$ cat src/rtl/pacman_pkg.sv
// rtl/pacman_pkg.sv - shared colour, screen-code and plotter-state definitions
package pacman_pkg;

  localparam logic [2:0] COL_BLACK  = 3'b000;
  localparam logic [2:0] COL_YELLOW = 3'b110;
  localparam logic [2:0] COL_RED    = 3'b100;
  localparam logic [2:0] COL_BLUE   = 3'b001;

  localparam logic [1:0] SCR_GAME  = 2'd0;
  localparam logic [1:0] SCR_CLEAR = 2'd1;
  localparam logic [1:0] SCR_OVER  = 2'd2;
  localparam logic [1:0] SCR_START = 2'd3;

  localparam int SCREEN_W_DEF = 160;
  localparam int SCREEN_H_DEF = 120;

  typedef enum logic [1:0] {
    ST_IDLE,
    ST_SPRITE,
    ST_FILL,
    ST_DONE
  } plot_state_e;

  // Sprite requests use the colour select; fills take their colour from the screen code.
  function automatic logic [2:0] pixel_colour(input logic [1:0] scr, input logic [1:0] col);
    logic [1:0] sel;
    logic [2:0] rgb;
    sel = (scr == SCR_GAME) ? col : scr;
    case (sel)
      2'd1:    rgb = COL_YELLOW;
      2'd2:    rgb = COL_RED;
      2'd3:    rgb = COL_BLUE;
      default: rgb = COL_BLACK;
    endcase
    if (scr == SCR_CLEAR) rgb = COL_BLACK;
    return rgb;
  endfunction

endpackage

$ cat src/rtl/xy_counter.sv
// rtl/xy_counter.sv - 2-D raster counter, x fastest, with next-position lookahead
module xy_counter #(
  parameter int XW = 8,
  parameter int YW = 7
) (
  input  logic          clk,
  input  logic          reset,
  input  logic          clr,
  input  logic          en,
  input  logic [XW-1:0] w,
  input  logic [YW-1:0] h,
  output logic [XW-1:0] cx,
  output logic [YW-1:0] cy,
  output logic [XW-1:0] nx_cx,
  output logic [YW-1:0] nx_cy,
  output logic          last
);

  logic [XW-1:0] r_cx;
  logic [YW-1:0] r_cy;
  logic          w_x_end;
  logic          w_y_end;

  assign w_x_end = (r_cx == w - XW'(1));
  assign w_y_end = (r_cy == h - YW'(1));
  assign last    = w_x_end && w_y_end;

  // nx_* lets the owner register the following pixel in the same cycle the counter steps.
  assign nx_cx = w_x_end ? '0 : r_cx + XW'(1);
  assign nx_cy = w_x_end ? (w_y_end ? '0 : r_cy + YW'(1)) : r_cy;

  always_ff @(posedge clk) begin
    if (reset || clr) begin
      r_cx <= '0;
      r_cy <= '0;
    end else if (en) begin
      r_cx <= nx_cx;
      r_cy <= nx_cy;
    end
  end

  assign cx = r_cx;
  assign cy = r_cy;

endmodule

$ cat src/rtl/sprite_plotter.sv
// rtl/sprite_plotter.sv - streams sprite squares or full-screen fills into the VGA adapter
module sprite_plotter
  import pacman_pkg::*;
#(
  parameter int SPRITE_W = 4,
  parameter int SPRITE_H = 4,
  parameter int SCREEN_W = SCREEN_W_DEF,
  parameter int SCREEN_H = SCREEN_H_DEF
) (
  input  logic       clk,
  input  logic       reset,
  input  logic       plot,
  input  logic [7:0] x_pos,
  input  logic [6:0] y_pos,
  input  logic [1:0] s_plot_color,
  input  logic [1:0] s_screen,
  output logic [7:0] vga_x,
  output logic [6:0] vga_y,
  output logic [2:0] vga_colour,
  output logic       vga_plot,
  output logic       busy,
  output logic       done
);

  plot_state_e r_state, w_state_nx;
  logic [7:0]  r_bx;
  logic [6:0]  r_by;
  logic [1:0]  r_col, r_scr;
  logic [7:0]  r_vx;
  logic [6:0]  r_vy;
  logic [2:0]  r_vcol;
  logic        r_vplot, r_busy, r_done;

  logic        w_clr, w_en, w_last, w_lat, w_emit, w_done_nx, w_on;
  logic [7:0]  w_cx, w_nx_cx, w_lim_w, w_bx, w_px;
  logic [6:0]  w_cy, w_nx_cy, w_lim_h, w_by, w_py;
  logic [1:0]  w_col, w_scr;
  logic [8:0]  w_sx;
  logic [7:0]  w_sy;

  assign w_lim_w = (r_state == ST_FILL) ? 8'(SCREEN_W) : 8'(SPRITE_W);
  assign w_lim_h = (r_state == ST_FILL) ? 7'(SCREEN_H) : 7'(SPRITE_H);

  xy_counter #(.XW(8), .YW(7)) u_xy (
    .clk   (clk),
    .reset (reset),
    .clr   (w_clr),
    .en    (w_en),
    .w     (w_lim_w),
    .h     (w_lim_h),
    .cx    (w_cx),
    .cy    (w_cy),
    .nx_cx (w_nx_cx),
    .nx_cy (w_nx_cy),
    .last  (w_last)
  );

  always_ff @(posedge clk) begin
    if (reset) r_state <= ST_IDLE;
    else       r_state <= w_state_nx;
  end

  // Outputs are registered, so each edge loads the pixel for the following cycle.
  always_comb begin
    w_state_nx = r_state;
    w_clr      = 1'b0;
    w_en       = 1'b0;
    w_lat      = 1'b0;
    w_emit     = 1'b0;
    w_done_nx  = 1'b0;
    w_bx       = r_bx;
    w_by       = r_by;
    w_px       = w_nx_cx;
    w_py       = w_nx_cy;
    w_col      = r_col;
    w_scr      = r_scr;
    case (r_state)
      ST_IDLE: begin
        if (plot) begin
          w_lat      = 1'b1;
          w_clr      = 1'b1;
          w_emit     = 1'b1;
          w_bx       = x_pos;
          w_by       = y_pos;
          w_px       = '0;
          w_py       = '0;
          w_col      = s_plot_color;
          w_scr      = s_screen;
          w_state_nx = (s_screen == SCR_GAME) ? ST_SPRITE : ST_FILL;
        end
      end
      ST_SPRITE, ST_FILL: begin
        w_en = 1'b1;
        if (w_last) begin
          w_state_nx = ST_DONE;
          w_done_nx  = 1'b1;
        end else begin
          w_emit = 1'b1;
        end
      end
      ST_DONE: w_state_nx = ST_IDLE;
      default: w_state_nx = ST_IDLE;
    endcase
    if (w_scr != SCR_GAME) begin
      w_bx = '0;
      w_by = '0;
    end
    w_sx = {1'b0, w_bx} + {1'b0, w_px};
    w_sy = {1'b0, w_by} + {1'b0, w_py};
    w_on = (w_sx < 9'(SCREEN_W)) && (w_sy < 8'(SCREEN_H));
  end

  always_ff @(posedge clk) begin
    if (reset) begin
      r_bx    <= '0;
      r_by    <= '0;
      r_col   <= '0;
      r_scr   <= '0;
      r_vx    <= '0;
      r_vy    <= '0;
      r_vcol  <= COL_BLACK;
      r_vplot <= 1'b0;
      r_busy  <= 1'b0;
      r_done  <= 1'b0;
    end else begin
      if (w_lat) begin
        r_bx  <= x_pos;
        r_by  <= y_pos;
        r_col <= s_plot_color;
        r_scr <= s_screen;
      end
      if (w_emit) begin
        r_vx   <= w_sx[7:0];
        r_vy   <= w_sy[6:0];
        r_vcol <= pixel_colour(w_scr, w_col);
      end
      r_vplot <= w_emit && w_on;
      r_busy  <= w_emit;
      r_done  <= w_done_nx;
    end
  end

  assign vga_x      = r_vx;
  assign vga_y      = r_vy;
  assign vga_colour = r_vcol;
  assign vga_plot   = r_vplot;
  assign busy       = r_busy;
  assign done       = r_done;

endmodule

$ cat config.mk
export PLATFORM = sky130hd
export DESIGN_NAME = sprite_plotter
export DESIGN_NICKNAME = d
export VERILOG_FILES = /design/src/rtl/pacman_pkg.sv /design/src/rtl/xy_counter.sv /design/src/rtl/sprite_plotter.sv
export SDC_FILE = /design/constraint.sdc
export NUM_CORES = 1
export LEC_CHECK = 0
export BUFFER_PORTS_ARGS = -buffer_cell sky130_fd_sc_hd__buf_2
export CAP_MARGIN = 20
export CORE_ASPECT_RATIO = 1.1
export CORE_MARGIN = 2
export CORE_UTILIZATION = 34
export CTS_CLUSTER_DIAMETER = 50
export DETAILED_ROUTE_END_ITERATION = 7
export GPL_TIMING_DRIVEN = 0
export PLACE_DENSITY = 0.61
export SLEW_MARGIN = 10
export SYNTH_ARGS = -nofsm -noshare
export SYNTH_HDL_FRONTEND = slang
export SYNTH_HIERARCHICAL = 1
export SYNTH_SLANG_ARGS = --single-unit
$ cat constraint.sdc
create_clock -name clk -period 9.4 [get_ports clk]
set_clock_uncertainty 0.15 [all_clocks]
set_input_delay 0.47 -clock clk [delete_from_list [all_inputs] [get_ports clk]]
set_output_delay 0.47 -clock clk [all_outputs]
set_load 0.02 [all_outputs]
==> reports/metrics.yaml <==
critical_path:
  cp-start-kind: "flip-flop"
  worstPathRequired_ns: 9.50
  cp_max_fo: 17
  critPathCaptureType: "flip-flop"
  worstSetupPathType: "flip-flop to flip-flop"
  arrival_ns: 5.49
logic_synthesis:
  synth_flop_cell: "dfxtp_1"
  synth_top_area_share_pct: 28.21
  synth_cell_types: 69
  yosysWarnings: 6
  synth_area_um2: 4045
  synth.most_common_cell: "nor2_1"
  synth_edf_count: 0
  ys_seq_elements: 57
  postSynthCellCount: 513
  synth_top_area_cell: "dfxtp_1"
  synth.area.top_cells: "dfxtp_1, ha_1, nor2_1, mux2i_1, nand2_1"
  synthArstFlopShare_pct: 0
  seq_area_frac_synth_pct: 28.21
  synth_common_cells: "nor2_1, dfxtp_1, nand2_1, a21oi_1, ha_1"
  avgSynthCellArea_um2: 7.885
global_routing:
  antenna_found_initial: 0
  grt_pass1_vias: 3559
  grt_overflow: 0
  grt_max_degree: 18
  grt_usage_pct: 16.12
  grt_pass1_wl_um: 16570
sta:
  drv_slew: 0
  hold_viol: 0
  rsz0062_at_grt: "no"
  min_period_ns: 5.390
  max_slew_margin_pct: 51.23
  worst_pin_slew_ns: 0.7289
  period_share_pct: 57.34
  tns_ns: 0
  setup_viol: 0
  fmax_mhz: 185.5
place:
  hpwl_um: 7726
  place_area_um2: 4526
  place_congestion: 0.8610
  dpl.cell_count: 727
  port_buffers: 42
clock_network:
  clk_latency_ns: 0.33
  cts_resized: 0
  cts.clk_slew.worst_paths_ns: 0.05
  clockRootBuffer: "clkbuf_16"
  cts_max_level: 3
  cts_hold_buf: 0
  clockBufferDepth: 2
  cts_made_buffers: 9
  cts_setup_buffers: 0
  cts.sinks: 57
  cts_tree: "built"
routing:
  vias_per_cell: 4.961
  wl_um: 9975
  drtAntennaViolNets: 0
  vias: 3686
  remaining_drc_errors: 0
  drt_iter0_markers: 219
  wl_per_cell_um: 13.43
  drt_first_pass_iters: 4
layout:
  fillers: 1172
  drive_above_1_share_pct: 16.02
  stdcell_area_um2: 4870
  final_core_util_pct: 42.19
  fin_nets: 636
  antenna_cells: 0
  area_growth_syn_to_layout_pct: 20.38
  stdcell_count: 743
floorplan:
  dieHeight_um: 118.4
  pin_count: 43
  core-area_um2: 11540
  rows: 41
  die_w_um: 108
  fp.dieArea_um2: 12790
  start_util_pct: 35.05
min_path:
  hp-class: "input port to flip-flop"
power:
  finalPower_mw: 1.211
  vdd_drop_max_v: 0.0001206
  leakagePower_nw: 2.180
  powerDensity_nw_per_um2: 248.7
status:
  status: "complete, no violations"
run:
  max_cap_violations: 0
## metrics by stage
| step | setup slack (ns) | hold slack [ns] |
|---|---|---|
| 6_report | 4.010 | 0.2285 |
| 5_1_grt | 3.531 | 0.2507 |
| 4_1_cts | 4.013 | 0.2127 |
| 3_5_place_dp | 4.041 | 0.2949 |
| 3_3_place_gp | 4.093 | 0.2877 |
| 2_1_floorplan | 4.671 | 0.3044 |
## where the power goes
part           internal, mW  leakage (nW)  total [mW]  switching [mW]
Combinational         0.191          1.55       0.525           0.334
Sequential            0.286         0.465       0.310          0.0235
Clock                 0.258         0.162       0.376           0.118
Total                 0.736          2.18        1.21           0.476
## logic make-up (layout without fill, tap and decap cells)
group	after synthesis	after routing	synth area share (%)
AND/OR/NAND/NOR	232	232	29.29
AO/OA/AOI/OAI	98	98	16.80
flip-flops	57	57	28.21
buffers and inverters	51	109	5.908
adder cells (fa/ha/maj)	26	26	8.413
XOR/XNOR	26	26	5.815
multiplexers	22	22	5.475
other	1	23	0.09270
## worst max-delay path, stage by stage, from the launching register on
cell	delay [ns]
dfxtp_1	0.35
inv_1	0.10
ha_1	0.63
inv_1	0.35
nor3b_1	0.37
xor2_1	0.13
o2111ai_1	0.48
buf_2	0.32
nand3_1	0.10
mux2i_1	0.13
and2_1	0.15
ha_1	0.16
inv_1	0.06
fa_1	0.36
nand2b_1	0.19
a21oi_2	0.18
a21oi_1	0.09
or4_4	0.53
a311o_1	0.33
a31oi_1	0.14
## layout by cell type, fill, tap and decap left out, drive strengths merged, types with 6 or more instances in the layout
cell    count
nand4      11
and2       22
o21ai      15
a31oi      10
nand3b      6
a21oi      27
xor2        8
nor2       74
buf        57
clkbuf     24
mux2i      21
nor3        7
o211ai      7
nand3      12
nand2b     14
nand2      53
inv        21
dfxtp      57
xnor2      18
ha         24
a211oi      7
conb       23
## area by class of cell
cell class	instances	area [um^2]	area share [%]
multi-input cells	427	2748	56.42
clock inverters	7	118.9	2.441
plain buffers	30	160.2	3.289
inverters	21	78.83	1.619
flip-flops and latches	57	1141	23.43
well taps	150	187.7	3.854
repair buffers	42	210.2	4.317
clock buffers	9	225.2	4.625
## flip-flops by register name (all words and copies together), names as in the netlist
register	cells
r_bx	8
u_xy/cx	8
vga_x	8
r_by	7
u_xy/cy	7
vga_y	7
vga_colour	3
r_col	2
r_scr	2
r_state	2
busy	1
done	1
vga_plot	1
## per-layer routing
metal / global-route usage, % / vias up / routed length, um
met5: 0 / - / 0
met4: 6.651 / 0 / 183
met3: 2.537 / 14 / 395
met2: 27.44 / 77 / 4821
met1: 19.99 / 1673 / 4574
li1: - / 1922 / -
## path summary, 6_finish.rpt
| path | startpoint | endpoint | slack (ns) | cells after the start |
|---|---|---|---|---|
| setup / recovery | r_state[0]$_SDFFE_PP0P_ | vga_plot$_SDFF_PP0_ | 4.01 | 19 |
| hold / removal | plot | r_state[1]$_SDFFE_PP0P_ | 0.23 | 2 |
| setup reg to reg | r_state[0]$_SDFFE_PP0P_ | vga_plot$_SDFF_PP0_ | 4.01 | 19 |
| hold reg to reg | vga_y[4]$_SDFFE_PP0P_ | vga_y[4]$_SDFFE_PP0P_ | 0.30 | 2 |
No activity file was read; power rests on OpenSTA's default activity.
